### config.mk
export PLATFORM = sky130hd
export DESIGN_NAME = vrf_write_scheduler
export DESIGN_NICKNAME = d
export VERILOG_FILES = /design/src/rtl/vrf_write_scheduler.sv
export SDC_FILE = /design/constraint.sdc
export NUM_CORES = 1
export LEC_CHECK = 0
export BUFFER_PORTS_ARGS = -buffer_cell sky130_fd_sc_hd__clkbuf_2
export CELL_PAD_IN_SITES_DETAIL_PLACEMENT = 0
export CELL_PAD_IN_SITES_GLOBAL_PLACEMENT = 2
export CORE_AREA = 4 4 306 308
export CTS_CLUSTER_DIAMETER = 60
export DETAILED_ROUTE_END_ITERATION = 7
export DIE_AREA = 0 0 310 312
export PLACE_DENSITY = 0.66
export SKIP_CTS_REPAIR_TIMING = 1
export SLEW_MARGIN = 0
export SYNTH_ARGS = -nofsm -noshare
export SYNTH_HDL_FRONTEND = slang
export SYNTH_SLANG_ARGS = --single-unit
export TNS_END_PERCENT = 30
### constraint.sdc
create_clock -name clk -period 2.4 [get_ports clk]
set_clock_uncertainty 0.15 [all_clocks]
set_input_delay 0.12 -clock clk [delete_from_list [all_inputs] [get_ports clk]]
set_output_delay 0.12 -clock clk [all_outputs]
set_load 0.02 [all_outputs]
### src/rtl/vrf_write_scheduler.sv
// Write-port owner for the 8x256-bit vector register file.
// Round-robin arbitrates ALU and load writebacks onto one registered write
// port, keeps the per-register busy scoreboard reserved by issue, and raises
// a combinational hazard so issue can stall on RAW/WAW conflicts.
module vrf_write_scheduler #(
    parameter int unsigned DATA_W = 256,
    parameter int unsigned ADDR_W = 3,
    parameter int unsigned NREGS  = 8
) (
    input  logic              clk,
    input  logic              reset,
    input  logic              alu_valid,
    input  logic [ADDR_W-1:0] alu_addr,
    input  logic [DATA_W-1:0] alu_data,
    output logic              alu_ready,
    input  logic              mem_valid,
    input  logic [ADDR_W-1:0] mem_addr,
    input  logic [DATA_W-1:0] mem_data,
    output logic              mem_ready,
    input  logic              rsv_valid,
    input  logic [ADDR_W-1:0] rsv_addr,
    input  logic [ADDR_W-1:0] src1_addr,
    input  logic [ADDR_W-1:0] src2_addr,
    output logic              hazard,
    output logic [NREGS-1:0]  busy,
    output logic              rf_we,
    output logic [ADDR_W-1:0] rf_wa,
    output logic [DATA_W-1:0] rf_wd
);

    // Highest register index aliases the PC; it is never tracked as busy.
    localparam logic [ADDR_W-1:0] PC_REG = ADDR_W'(NREGS - 1);

    logic             prio_alu;
    logic             alu_grant;
    logic             mem_grant;
    logic             src1_busy;
    logic             src2_busy;
    logic             rsv_busy;
    logic             rsv_set;
    logic [NREGS-1:0] busy_next;

    // Round-robin arbiter: single requester always wins, ties go to the one not granted last.
    always_comb begin
        alu_grant = 1'b0;
        mem_grant = 1'b0;
        if (!reset) begin
            if (alu_valid && (!mem_valid || prio_alu)) begin
                alu_grant = 1'b1;
            end else if (mem_valid) begin
                mem_grant = 1'b1;
            end
        end
    end

    assign alu_ready = alu_grant;
    assign mem_ready = mem_grant;

    // Hazard lookup; PC alias reads never stall.
    always_comb begin
        src1_busy = (src1_addr != PC_REG) && busy[src1_addr];
        src2_busy = (src2_addr != PC_REG) && busy[src2_addr];
        rsv_busy  = rsv_valid && (rsv_addr != PC_REG) && busy[rsv_addr];
        hazard    = src1_busy || src2_busy || rsv_busy;
        rsv_set   = rsv_valid && !hazard && (rsv_addr != PC_REG);
    end

    // Scoreboard update: retire the write in flight, then apply a new reservation (set wins).
    always_comb begin
        busy_next = busy;
        if (rf_we) begin
            busy_next[rf_wa] = 1'b0;
        end
        if (rsv_set) begin
            busy_next[rsv_addr] = 1'b1;
        end
    end

    // Scoreboard register.
    always_ff @(posedge clk) begin
        if (reset) begin
            busy <= '0;
        end else begin
            busy <= busy_next;
        end
    end

    // Round-robin pointer moves only when someone is granted.
    always_ff @(posedge clk) begin
        if (reset) begin
            prio_alu <= 1'b1;
        end else if (alu_grant) begin
            prio_alu <= 1'b0;
        end else if (mem_grant) begin
            prio_alu <= 1'b1;
        end
    end

    // Registered write port; address and data hold when idle.
    always_ff @(posedge clk) begin
        if (reset) begin
            rf_we <= 1'b0;
            rf_wa <= '0;
            rf_wd <= '0;
        end else begin
            rf_we <= alu_grant || mem_grant;
            if (alu_grant) begin
                rf_wa <= alu_addr;
                rf_wd <= alu_data;
            end else if (mem_grant) begin
                rf_wa <= mem_addr;
                rf_wd <= mem_data;
            end
        end
    end

endmodule

# Word-level counts from Yosys, hierarchy flattened
# Index checks and enable logic that the tools add are counted.
[op_classes]
n_eq_ne = 3
n_reduce_logical = 16
bitwise_logic = 3
mux = 23
n_lt_le_gt_ge = 6
[ops]
columns = ["op", "n"]
rows = [
  ["2-to-1 mux 256 bit", 2],
  ["less-than comparator 3 x 4 -> 1 bit, second input constant", 4],
  ["2-to-1 mux 8 bit", 2],
  ["2-to-1 mux 1 bit", 12],
  ["binary-select mux 1 bit (select 3 bit)", 3],
  ["logical AND 1 bit", 9],
  ["inequality test 3 bit, second input constant", 3],
  ["bitwise AND 8 bit", 1],
  ["inverter 8 bit", 1],
  ["OR 8 bit", 1],
  ["demux 1 bit (select 3 bit)", 2],
  [">= comparator 3 x 1 -> 1 bit, second input constant", 2],
  ["2-to-1 mux 3 bit", 2],
  ["logical OR 1 bit", 4],
  ["zero test 1 bit", 2],
  ["nonzero test 2 bit", 1],
]
[totals]
input_bits = 532
output_inout_bits = 271
reg_bits = 269
word_cells = 56

# Logic depth before layout (Yosys ltp)
[logic_depth]
depth_word = 9
ltp_mapped = 7
mapped_depth_nobuf = 5

# Worst setup path before layout
# Ideal clock, no wire load.
[synth_timing]
kind = "register to output"
start = "reg busy[4]"
end = "out hazard"
n_path_buf = 0
required_ns = 2.130
arrival_time_ns = 1.626
setup_slack_ns = 0.504
path_stages_with_launch = 5
path_cell_list = "dfxtp_1 -> mux2_2 -> mux4_2 -> a31oi_4 -> o21ai_0"
[synth_via]
elab_chain_cells = 5
elab_cells_between_ends = 11
classes_between = "mux: 6; reduce/logical: 5"
[synth_lines]
columns = ["element", "line_no", "rtl"]
rows = [
  ["start, declared", "25", "output logic [NREGS-1:0] busy,"],
  ["start signal, assigned", "84", "busy <= busy_next;"],
  ["binary-select mux 1 bit (select 3 bit) (on tied branches)", "61, 62", ""],
  ["2-to-1 mux 1 bit (on tied branches)", "61, 62", ""],
  ["logical AND 1 bit (on tied branches)", "61, 62", ""],
  ["logical OR 1 bit", "64", "hazard = src1_busy || src2_busy || rsv_busy;"],
  ["logical OR 1 bit (*)", "64", ""],
  ["end, declared", "24", "output logic hazard,"],
]
# Mark *: on every way between the ends. The rest lies on a longest branch, timed or not. The select of a mux whose other input is x is not followed.

# Final worst setup path
# Same ends and word-level chain as after synthesis.

==> flow_summary.json <==
{
  "cts_max_path_buffers": 3,
  "fp-row-count": 111,
  "gp_congestion": 0.780,
  "drv_slew": 0,
  "syn_to_final_growth_pct": 109,
  "cts_tree": "done",
  "min_from": "src2_addr[0]",
  "cpPeakStageDelay_ns": 0.49,
  "syn_nets": 2041,
  "clk_pin_slew_worst_paths_ns": 0.06,
  "synth_top_family_by_area": "simple AND/OR/NAND/NOR gates",
  "multi_input_area_sq_um": 5330,
  "irDropWorstVdd_mv": 0.373,
  "period_minus_slack_ns": 2.47,
  "worstHoldPathType": "input pin to flip-flop",
  "whs_ns": 0.0206,
  "drt-vias-per-instance": 3.91,
  "syn_area_sq_um": 11300,
  "final_util_pct": 25.9,
  "synthAdderAreaFrac_pct": 0,
  "wire_per_inst_microns": 17.2,
  "antenna_found_initial": 8,
  "netlist_instances": 1509,
  "crit_arrival_ns": 2.20,
  "violations": "setup timing",
  "drc": 0,
  "cp-start-kind": "flip-flop",
  "slew_headroom_pct": 37.2,
  "clock-root-buffer": "clkbuf_16",
  "grt_pass1_wl_mm": 92.8,
  "yosysWarningCount": 0,
  "cp_cell_sequence": "mux2_2 > mux4_2 > a31oi_4 > o21ai_1 > buf_4",
  "worst_slack_ns": -0.0706,
  "overflow": 0,
  "crit_fanout": 6,
  "ff_latch_area_sq_um": 5400,
  "io_buffers": 802,
  "power.density_nw_per_um2": 633,
  "end_kind": "output pin",
  "fill_cells": 10100,
  "crit_type": "flip-flop to output pin",
  "initial_core_util_pct": 12.4,
  "io_pins": 803,
  "synth_xor_area_share_pct": 0,
  "layoutNonFillerInstCount": 4019,
  "synth.area.top_cells": "dfxtp_1, nor2_1, a311oi_1, nand2_1, nor4_1",
  "synth_edf_count": 0,
  "ant_nets": 0,
  "core_sq_um": 91100,
  "tightest_slew_ns": 0.942,
  "post_synth.cell_area_avg_sq_um": 7.46,
  "timing.rr.start": "prio_alu$_SDFFE_PP1P_",
  "required_ns": 2.13,
  "grt_max_degree": 140,
  "track_usage_pct": 12.7,
  "yosysSeqAreaShare_pct": 47.9,
  "synth-simple-area-share_pct": 35.4,
  "rsz0062_at_grt": "yes",
  "synthArstFlopShare_pct": 0,
  "die-height_microns": 312,
  "fin_nets": 3329,
  "numCtsBuffers": 42,
  "routed_wl_mm": 69.2,
  "yosysMostFrequentCell": "nor2_1",
  "clk_latency_ns": 0.55,
  "synth_seq_cells": 269,
  "dpl.cell_count": 3405,
  "drive_gt1_share_pct": 33.0,
  "crit_start": "busy[4]$_SDFF_PP0_",
  "crit_buf_inv": 1,
  "die-area_sq_um": 96700,
  "hold_viol_final": 0,
  "setup_viol": 1,
  "synth.top_cells.by_count": "nor2_1, dfxtp_1, nand2_1",
  "dpl.hpwl_mm": 51.1,
  "slowest_stage": "mux4_2",
  "dr.first_iter.drc_count": 808,
  "cap_violations": 0,
  "cts_sinks": 269,
  "die_w_microns": 310,
  "p_total_uw": 14900,
  "yosysTopAreaCell": "dfxtp_1",
  "synth_top_flop_cell": "dfxtp_1",
  "firstDrtPassIters": 5,
  "clock.fmax_mhz": 405,
  "cpLargestDelayFamily": "multiplexers",
  "grt_pass1_vias": 13800,
  "netlist.area_leader.share_pct": 47.9,
  "leakagePower_uw": 0.0109,
  "synth_mux_area_share_pct": 0.945,
  "synth_compound_area_share_pct": 10.9,
  "synth_cell_types": 33,
  "vias": 15700,
  "cts_max_level": 2,
  "timing.final.crit_share_pct": 103,
  "status": "finished, violations left"
}
==> kinds of logic (layout without fill, tap and decap cells) <==
group,Yosys count,in the layout
AND/OR/NAND/NOR,952,952
buffers and inverters,135,1455
AO/OA/AOI/OAI,144,144
multiplexers,9,9
flip-flops,269,269
other,0,4
==> area by class of cell <==
cell class              instances  area share (%)
multi-input cells            1105            22.6
clock buffers                  57            5.18
clock inverters                19           0.929
repair buffers               1374            41.9
flip-flops and latches        269            22.9
diodes                          4          0.0425
inverters                       5          0.0903
well taps                    1186            6.30
==> final timing paths <==
kind,to,slack (ns),depth (start not counted)
setup / recovery,hazard,-0.07,5
hold / removal,busy[3]$_SDFF_PP0_,0.02,5
setup reg to reg,rf_wd[137]$_SDFFE_PP0P_,0.06,8
hold reg to reg,rf_wd[148]$_SDFFE_PP0P_,0.33,2
==> worst min-delay path, delay by kind of cell <==
family	cells	cell delay (ns)
buffers and inverters	1	0.11
multiplexers	1	0.25
AO/OA/AOI/OAI	2	0.11
AND/OR/NAND/NOR	1	0.07
==> layer usage <==
metal / track usage, % / vias up / part of all wire (%)
li1: - / 7752 / -
met4: 3.08 / 6 / 2.1
met3: 5.58 / 89 / 8.8
met5: 0 / - / 0.049
met1: 14.0 / 7320 / 39
met2: 22.2 / 553 / 50
==> sequential cells by signal, summed over array words and instances, names as in the netlist <==
signal and flops:
busy 8, prio_alu 1, rf_wa 3, rf_wd 256, rf_we 1
==> metrics by stage <==
step | worst slack (ns) | area (sq um) | TNS, ns
5_1_grt | -0.173 | 23600 | -0.974
6_report | -0.0706 | 23600 | -0.0706
4_1_cts | -0.249 | 18200 | -0.338
3_5_place_dp | 0.385 | 16800 | 0
3_3_place_gp | 0.411 | 16800 | 0
2_1_floorplan | 0.504 | 11300 | 0
==> cell usage in the layout (no fill, tap or decap), types with 2 or more instances in the layout <==
cell type      instances
dfxtp_4                2
and3_1                 2
nand3_1                5
nand2_1              252
clkbuf_16             45
bufinv_16              4
buf_4                 26
o21ai_0                6
clkbuf_8               5
inv_1                  3
clkbuf_2             800
dfxtp_1              262
a311oi_1             120
a21oi_1                5
nand2b_1               5
dfxtp_2                5
o221ai_1               3
nor4_1               136
nor3_1                 3
clkinvlp_4             2
o311ai_0               2
mux2i_1                5
buf_12                19
diode_2                4
o211ai_1               3
clkinv_4               2
clkinv_2               8
nand3b_1               3
mux2_2                 3
inv_6                  3
nor2_1               538
clkbuf_1               7
dlygate4sd3_1        528
==> power breakdown <==
part           switching [uW]  internal [uW]
logic                    1840           1590
registers                 243           4860
clock network            2390           4000
Power figures use the tool's default switching activity.
